==> src/rtl/nn_bram_pkg.sv <==
// Shared constants for the BRAM access arbiter: FSM states, requester indices, no-owner code.
package nn_bram_pkg;

    typedef enum logic [1:0] {
        ARB_IDLE  = 2'd0,
        ARB_OWNED = 2'd1,
        ARB_TURN  = 2'd2
    } arb_state_e;

    localparam logic [1:0] REQ_WR     = 2'd0;
    localparam logic [1:0] REQ_RD     = 2'd1;
    localparam logic [1:0] REQ_PCPT   = 2'd2;
    localparam logic [1:0] OWNER_NONE = 2'd3;

endpackage

==> src/rtl/bram_access_arbiter_rr_pick3.sv <==
// Combinational three-way round-robin picker: first set request at or after rr_ptr_i, wrapping 2->0.
module rr_pick3
    import nn_bram_pkg::*;
(
    input  logic [2:0] req_i,
    input  logic [1:0] rr_ptr_i,
    output logic       valid_o,
    output logic [1:0] idx_o
);

    always_comb begin
        valid_o = |req_i;
        idx_o   = REQ_WR;
        case (rr_ptr_i)
            2'd1: begin
                if (req_i[1])      idx_o = REQ_RD;
                else if (req_i[2]) idx_o = REQ_PCPT;
                else               idx_o = REQ_WR;
            end
            2'd2: begin
                if (req_i[2])      idx_o = REQ_PCPT;
                else if (req_i[0]) idx_o = REQ_WR;
                else               idx_o = REQ_RD;
            end
            default: begin
                if (req_i[0])      idx_o = REQ_WR;
                else if (req_i[1]) idx_o = REQ_RD;
                else               idx_o = REQ_PCPT;
            end
        endcase
    end

endmodule

==> src/rtl/bram_access_arbiter.sv <==
// Round-robin arbiter granting one of three requesters exclusive use of a single BRAM port.
// Optional ownership watchdog enabled by defining BRAM_ARB_TIMEOUT_EN.
module bram_access_arbiter
    import nn_bram_pkg::*;
#(
    parameter int unsigned ADDR_W         = 9,
    parameter int unsigned DATA_W         = 32,
    parameter int unsigned TIMEOUT_CYCLES = 1024
) (
    input  logic                      clk,
    input  logic                      rst,
    input  logic [2:0]                req,
    input  logic [2:0]                rel,
    input  logic [3*ADDR_W-1:0]       req_addr,
    input  logic [3*(DATA_W/8)-1:0]   req_we,
    input  logic [3*DATA_W-1:0]       req_din,
    output logic [2:0]                gnt,
    output logic [1:0]                owner,
    output logic                      busy,
    output logic                      bram_en,
    output logic [DATA_W/8-1:0]       bram_we,
    output logic [ADDR_W-1:0]         bram_addr,
    output logic [DATA_W-1:0]         bram_din
`ifdef BRAM_ARB_TIMEOUT_EN
    ,
    output logic                      timeout
`endif
);

    localparam int unsigned BE_W = DATA_W / 8;

    if (TIMEOUT_CYCLES < 2 || (DATA_W % 8) != 0) begin : g_param_check
        $error("bram_access_arbiter: TIMEOUT_CYCLES must be >= 2 and DATA_W a multiple of 8");
    end

    arb_state_e state_q, state_d;
    logic [2:0] gnt_q, gnt_d;
    logic [1:0] owner_q, owner_d;
    logic [1:0] rr_ptr_q, rr_ptr_d;
    logic       busy_q, busy_d;

    logic       pick_valid;
    logic [1:0] pick_idx;
    logic       own_req_c;
    logic       own_rel_c;

    rr_pick3 u_pick (
        .req_i    (req),
        .rr_ptr_i (rr_ptr_q),
        .valid_o  (pick_valid),
        .idx_o    (pick_idx)
    );

    // Current owner's request and release lines
    always_comb begin
        own_req_c = 1'b0;
        own_rel_c = 1'b0;
        case (owner_q)
            REQ_WR:   begin own_req_c = req[0]; own_rel_c = rel[0]; end
            REQ_RD:   begin own_req_c = req[1]; own_rel_c = rel[1]; end
            REQ_PCPT: begin own_req_c = req[2]; own_rel_c = rel[2]; end
            default:  begin own_req_c = 1'b0;   own_rel_c = 1'b0;   end
        endcase
    end

`ifdef BRAM_ARB_TIMEOUT_EN
    localparam int unsigned CNT_W = (TIMEOUT_CYCLES > 2) ? $clog2(TIMEOUT_CYCLES) : 1;
    logic [CNT_W-1:0] wd_cnt_q, wd_cnt_d;
    logic             timeout_q, timeout_d;
    logic             expire_c;

    assign expire_c = (wd_cnt_q == CNT_W'(TIMEOUT_CYCLES - 1));
`endif

    // Next-state logic
    always_comb begin
        state_d  = state_q;
        gnt_d    = gnt_q;
        owner_d  = owner_q;
        rr_ptr_d = rr_ptr_q;
`ifdef BRAM_ARB_TIMEOUT_EN
        wd_cnt_d  = wd_cnt_q;
        timeout_d = 1'b0;
`endif
        case (state_q)
            ARB_IDLE: begin
                if (pick_valid) begin
                    state_d  = ARB_OWNED;
                    gnt_d    = 3'(3'b001 << pick_idx);
                    owner_d  = pick_idx;
                    rr_ptr_d = (pick_idx == REQ_PCPT) ? REQ_WR : 2'(pick_idx + 2'd1);
`ifdef BRAM_ARB_TIMEOUT_EN
                    wd_cnt_d = '0;
`endif
                end
            end
            ARB_OWNED: begin
                if (own_rel_c || !own_req_c) begin
                    state_d = ARB_TURN;
                    gnt_d   = 3'b000;
                    owner_d = OWNER_NONE;
                end
`ifdef BRAM_ARB_TIMEOUT_EN
                else if (expire_c) begin
                    // rr_ptr already points past the revoked owner
                    state_d   = ARB_TURN;
                    gnt_d     = 3'b000;
                    owner_d   = OWNER_NONE;
                    timeout_d = 1'b1;
                end else begin
                    wd_cnt_d = CNT_W'(wd_cnt_q + CNT_W'(1));
                end
`endif
            end
            ARB_TURN: begin
                state_d = ARB_IDLE;
            end
            default: begin
                state_d = ARB_IDLE;
                gnt_d   = 3'b000;
                owner_d = OWNER_NONE;
            end
        endcase
        busy_d = (state_d != ARB_IDLE);
    end

    always_ff @(posedge clk) begin
        if (rst) begin
            state_q  <= ARB_IDLE;
            gnt_q    <= 3'b000;
            owner_q  <= OWNER_NONE;
            rr_ptr_q <= REQ_WR;
            busy_q   <= 1'b0;
        end else begin
            state_q  <= state_d;
            gnt_q    <= gnt_d;
            owner_q  <= owner_d;
            rr_ptr_q <= rr_ptr_d;
            busy_q   <= busy_d;
        end
    end

`ifdef BRAM_ARB_TIMEOUT_EN
    always_ff @(posedge clk) begin
        if (rst) begin
            wd_cnt_q  <= '0;
            timeout_q <= 1'b0;
        end else begin
            wd_cnt_q  <= wd_cnt_d;
            timeout_q <= timeout_d;
        end
    end

    assign timeout = timeout_q;
`endif

    // BRAM port mux: only the owner drives the port while OWNED
    always_comb begin
        bram_en   = 1'b0;
        bram_we   = '0;
        bram_addr = '0;
        bram_din  = '0;
        if (state_q == ARB_OWNED) begin
            bram_en = own_req_c;
            case (owner_q)
                REQ_WR: begin
                    bram_we   = req_we[0*BE_W +: BE_W];
                    bram_addr = req_addr[0*ADDR_W +: ADDR_W];
                    bram_din  = req_din[0*DATA_W +: DATA_W];
                end
                REQ_RD: begin
                    bram_we   = req_we[1*BE_W +: BE_W];
                    bram_addr = req_addr[1*ADDR_W +: ADDR_W];
                    bram_din  = req_din[1*DATA_W +: DATA_W];
                end
                REQ_PCPT: begin
                    bram_we   = req_we[2*BE_W +: BE_W];
                    bram_addr = req_addr[2*ADDR_W +: ADDR_W];
                    bram_din  = req_din[2*DATA_W +: DATA_W];
                end
                default: begin
                    bram_en = 1'b0;
                end
            endcase
        end
    end

    assign gnt   = gnt_q;
    assign owner = owner_q;
    assign busy  = busy_q;

endmodule

==> config.mk <==
export PLATFORM = sky130hd
export DESIGN_NAME = bram_access_arbiter
export DESIGN_NICKNAME = d
export VERILOG_FILES = /design/src/rtl/nn_bram_pkg.sv /design/src/rtl/bram_access_arbiter_rr_pick3.sv /design/src/rtl/bram_access_arbiter.sv
export SDC_FILE = /design/constraint.sdc
export NUM_CORES = 1
export LEC_CHECK = 0
export BUFFER_PORTS_ARGS = -buffer_cell sky130_fd_sc_hd__buf_4
export CAP_MARGIN = 10
export CORE_AREA = 2 2 75 77
export CTS_BUF_LIST = sky130_fd_sc_hd__clkbuf_4
export CTS_CLUSTER_SIZE = 10
export DETAILED_ROUTE_END_ITERATION = 16
export DIE_AREA = 0 0 77 79
export PLACE_DENSITY = 0.87
export SYNTH_ARGS = -nofsm -noshare
export SYNTH_HDL_FRONTEND = slang
export SYNTH_SLANG_ARGS = --single-unit
==> constraint.sdc <==
create_clock -name clk -period 1.8 [get_ports clk]
set_input_delay 0.36 -clock clk [delete_from_list [all_inputs] [get_ports clk]]
set_output_delay 0.36 -clock clk [all_outputs]
set_load 0.05 [all_outputs]
==> flow_summary.toml, run 1 <==
[yosys]
synth_area_per_cell_sq_um = 6.38
postSynthCellCount = 264
synth.area.top_cells = "mux2i_1 28%, nor2_1 21%, a21oi_1 15%"
synth_top_area_share_pct = 27.9
yosys-top-cells-count = "92 x nor2_1, 51 x a21oi_1, 47 x mux2i_1"
synthFlopType = "dfxtp_1"
synth_most_common_cell = "nor2_1"
ys_ff_latch = 10
synth_area_sq_um = 1680
ys_seq_area_share_pct = 11.9
async_reset_ff_share_pct = 0
ys_warn_count = 0
syn_nets = 409
synth-edff-count = 0
synth_cell_types = 34
post-synth-top-area-cell = "mux2i_1"

[grt]
grt_max_degree = 29
antenna_found_initial = 0
grt.total_usage_pct = 27.6
grt-ovfl-total = 0
grt_pass1_vias = 2782
grt_pass1_wl_microns = 13700

[clock_tree]
cts_hold_buf = 0
clk_pin_slew_ns = 0.07
h-tree-depth = 1
cts_made_buffers = 3
cts_buffer_depth = 2
cts_tree = "built"
cts.sinks = 10
clock_latency_ns = 0.27
root_buffer = "clkbuf_4"

[route]
routed_wl_microns = 9690
vias_per_cell = 5.24
vias = 2827
wl_per_cell_microns = 17.9
antenna_left = 0
drt_iter0_drc = 75
firstDrtPassIters = 4
drcViolationCount = 0

[sta]
worst_pin_slew_ns = 0.331
skew_ns = 0.00971
setup_viol = 51
hold_viol = 0
clock.fmax_mhz = 491
min_period_ns = 2.04
period_share_pct = 113
slew_headroom_pct = 77.9
holdWs_ns = 0.327
timing.final.ws_setup_ns = -0.235
slew_viol_final = 0
finalSetupTns_ns = -6.66
rsz0062_at_grt = "true"

[finish]
layout.nets = 614
fin_cells = 540
seq_area_sq_um = 208
fillCellCount = 319
drive_above_1_share_pct = 71.8
final_cell_area_sq_um = 4400
antenna_cells = 0
multi_input_area_sq_um = 1970
post-route-util_pct = 82.4
area_growth_pct = 161

[die]
rows = 27
die_x_microns = 77
dieArea_sq_um = 6080
start_util_pct = 31.6
ios = 195
fp.dieH_microns = 79
core_area_sq_um = 5340

[worst_hold_path]
hp-class = "input pin to flip-flop"
hold_path_depth = 2

[worst_setup_path]
required_ns = 1.44
cp_max_fo = 10
crit_type = "flip-flop to output port"
r2r_cells = 8
cp.arrival_ns = 1.68
worst_setup_path_end_kind = "output port"
crit_path_start_kind = "flip-flop"

[place]
portBuffers = 194
placed_area_sq_um = 3740
dp_hpwl_microns = 6380
dp_cells = 519
place_congestion = 0.829

[outcome]
outcome = "finished with violations"
violations = "setup timing"

[job]
drv_cap = 0

[pwr]
leakagePower_nw = 2.06
power_density_nw_per_um2 = 621
vdd_ir_drop_max_mv = 0.642
state kept, by name, indices dropped and copies added (netlist names):
register and count:
busy 1, owner 2, state_q 2, rr_ptr_q 2, gnt 3
path summary, 6_finish.rpt:
kind,from,slack (ns),end
worst min-delay path,rst,0.33,gnt[1]
worst max-delay path,owner[0],-0.24,bram_din[23]
worst min register to register,rr_ptr_q[1],0.48,rr_ptr_q[1]
worst max register to register,owner[0],-0.05,gnt[2]
cells by family (layout without fill, tap and decap cells):
logic type	count (synthesis)	in the layout	synth area share, %
DFF	10	10	11.9
buffers and inverters	27	231	7.43
adders and majority gates	2	2	1.49
AOI/OAI and AO/OA	62	62	21.1
and+or+nand+nor	115	115	29.3
muxes	48	48	28.8
cell usage in the layout, fill, tap and decap left out, types with 6 or more instances in the layout:
cell type and n:
buf_6 41, nor2_1 46, a21oi_1 6, dfxtp_1 8, nor2_4 40, a21oi_2 43, buf_12 13, mux2i_1 40
buf_4 158, buf_8 9, nor2_2 6
final cells by class:
type                       count  share of cell area (%)
timing repair buffer         223                    47.6
multi-input combinational    227                    44.7
sequential                    10                    4.72
tap                           72                    2.05
clock buffer                   3                   0.512
inverter                       4                   0.341
clock inverter                 1                  0.0853
power breakdown:
part           total [mW]  switching, mW  internal, mW
sequential          0.282         0.0301         0.252
clock               0.161         0.0812        0.0802
combinational        2.29           1.24          1.05
total                2.73           1.35          1.38
timing repair:
action	in CTS	in global routing
pin swaps	4	8
setup buffers	11	4
resized for setup	79	25
gates cloned	2	2
endpoints found under the setup margin	46	51
critical path: stages, from the launching register on:
cell     delay, ns
dfxtp_4       0.41
buf_6         0.19
mux2i_1       0.30
nor2_1        0.11
a21oi_2       0.18
nor2_4        0.05
buf_6         0.16
through the flow:
stage	setup slack (ns)	power, mW
after CTS	-0.163	2.60
final	-0.235	2.73
after global placement	0.126	2.10
after floorplan	-0.0209	1.58
after detailed placement	0.0670	2.13
after global routing	-0.268	2.86
metal layers:
metal | wire length, microns | global-route usage, % | vias up
met5 | 0 | 0 | -
met4 | 464 | 11.3 | 0
li1 | - | - | 1314
met3 | 608 | 5.91 | 38
met1 | 3340 | 28.8 | 1336
met2 | 5280 | 53.3 | 139
Power figures use the tool's default switching activity.
==> inputs of run 2 (changes only) <==
--- a/config.mk
+++ b/config.mk
@@ -8,11 +8,12 @@
 export BUFFER_PORTS_ARGS = -buffer_cell sky130_fd_sc_hd__buf_4
 export CAP_MARGIN = 10
 export CORE_AREA = 2 2 75 77
-export CTS_BUF_LIST = sky130_fd_sc_hd__clkbuf_4
+export CTS_BUF_LIST = sky130_fd_sc_hd__clkbuf_2
 export CTS_CLUSTER_SIZE = 10
 export DETAILED_ROUTE_END_ITERATION = 16
 export DIE_AREA = 0 0 77 79
 export PLACE_DENSITY = 0.87
+export REMOVE_ABC_BUFFERS = 1
 export SYNTH_ARGS = -nofsm -noshare
 export SYNTH_HDL_FRONTEND = slang
 export SYNTH_SLANG_ARGS = --single-unit
==> flow_summary.toml, run 2 (same netlist as run 1, synthesis figures left out) <==
[die]
start_util_pct = 31.6
fp.dieH_microns = 79
die_x_microns = 77
dieArea_sq_um = 6080
rows = 27
core_area_sq_um = 5340
ios = 195

[sta]
worst_pin_slew_ns = 0.439
rsz0062_at_grt = "true"
finalSetupTns_ns = -4.34
slew_headroom_pct = 70.7
slew_viol_final = 0
clock.fmax_mhz = 514
min_period_ns = 1.94
setup_viol = 51
hold_viol = 0
skew_ns = 0.00404
holdWs_ns = 0.322
period_share_pct = 108
timing.final.ws_setup_ns = -0.144

[worst_hold_path]
hp-class = "input pin to flip-flop"

[worst_setup_path]
cp_cell_sequence = "buf_12 > mux2i_1 > nor2_1 > a21oi_1 > nor2_1 > buf_4"
cp.arrival_ns = 1.58
required_ns = 1.44
cpMostUsedCell = "nor2_1"
cp.depth = 6
r2r_cells = 7
timing.rr.end = "owner[1]"
endpoint = "bram_din[7]"
crit_path_start = "owner[0]"
cp_max_fo = 13
slowest_stage = "dfxtp_4"
crit_path_start_kind = "flip-flop"
r2r_slack_ns = -0.13
slowest_delay_ns = 0.46
crit_type = "flip-flop to output port"
crit_family = "flip-flops"
worst_setup_path_end_kind = "output port"
cp_num_buf_inv = 2
r2r-start = "owner[0]"

[place]
portBuffers = 194
place_congestion = 0.821
dp_hpwl_microns = 6190

[route]
drt_iter0_drc = 101
vias_per_cell = 5.14
wl_per_cell_microns = 15.5
vias = 2730
firstDrtPassIters = 5
antenna_left = 0
drcViolationCount = 0
routed_wl_microns = 8200

[clock_tree]
h-tree-depth = 1
clk_pin_slew_ns = 0.10
cts.sinks = 10
root_buffer = "clkbuf_2"
cts_buffer_depth = 2
cts_made_buffers = 3
clock_latency_ns = 0.27
cts_tree = "built"

[grt]
grt.total_usage_pct = 24.3
grt-ovfl-total = 0
grt_pass1_wl_microns = 12000
grt_pass1_vias = 2603
grt_max_degree = 26
antenna_found_initial = 0

[finish]
drive_above_1_share_pct = 52.3
final_cell_mix = "158 x buf_4, 91 x nor2_1, 48 x buf_6"
antenna_cells = 0
mostFrequentLayoutCell = "buf_4"
layout.nets = 605
area_growth_pct = 117
largest_reg_flops = 3

[pwr]
power_density_nw_per_um2 = 594
leakagePower_nw = 1.93
vdd_ir_drop_max_mv = 0.323

[outcome]
outcome = "finished with violations"
violations = "setup timing"

[job]
drv_cap = 0
run 2: worst min path at each step:
stage | to | from | slack, ns | depth (start not counted)
2_1_floorplan | gnt[1] | rst | 0.43 | 1
3_3_place_gp | gnt[1] | gnt[1] | 0.46 | 2
3_5_place_dp | gnt[1] | gnt[1] | 0.48 | 2
4_1_cts | rr_ptr_q[0] | rst | 0.31 | 2
5_1_grt | gnt[1] | rst | 0.31 | 2
6_report | gnt[1] | rst | 0.32 | 2
run 2: cell type report:
type / instances / area [sq um]
Clock buffer: 3 / 15.0
Clock inverter: 1 / 3.75
Fill cell: 434 / 1680
Inverter: 4 / 15.0
Multi-Input combinational cell: 228 / 1450
Sequential cell: 10 / 206
Tap cell: 72 / 90.1
Timing Repair Buffer: 213 / 1870
run 2: where the power goes:
group | total, mW | internal (mW) | switching, mW | leakage, nW
clock | 0.132 | 0.0482 | 0.0838 | 0.0140
combinational | 1.75 | 0.812 | 0.937 | 1.83
sequential | 0.288 | 0.252 | 0.0358 | 0.0825
run 2: timing repair:
item                                    CTS  global route
cloned                                    0             2
pin swaps                                 3             3
gates resized for setup                  53            18
hold buffers                              0             0
setup buffers                             4             0
hold endpoints to repair                  0             0
endpoints found under the setup margin   46            52
run 2: layer usage:
| metal | up-vias | track usage (%) | routed length (microns) |
|---|---|---|---|
| met3 | 25 | 6.82 | 611 |
| met5 | - | 0 | 0 |
| met4 | 0 | 8.75 | 260 |
| met1 | 1274 | 26.3 | 3080 |
| met2 | 131 | 45.2 | 4250 |
| li1 | 1300 | - | - |
run 2: through the flow:
stage	cell area (sq um)	utilization (%)	std cells	total power, mW	worst slack (ns)
floorplan	1570	-	241	1.23	-3.15
global placement	3300	61.7	522	1.81	0.0410
detailed placement	3300	61.7	522	1.84	-0.0801
CTS	3550	66.5	529	2.09	-0.165
global route	3650	68.4	531	2.30	-0.239
finish	3650	68.4	531	2.17	-0.144
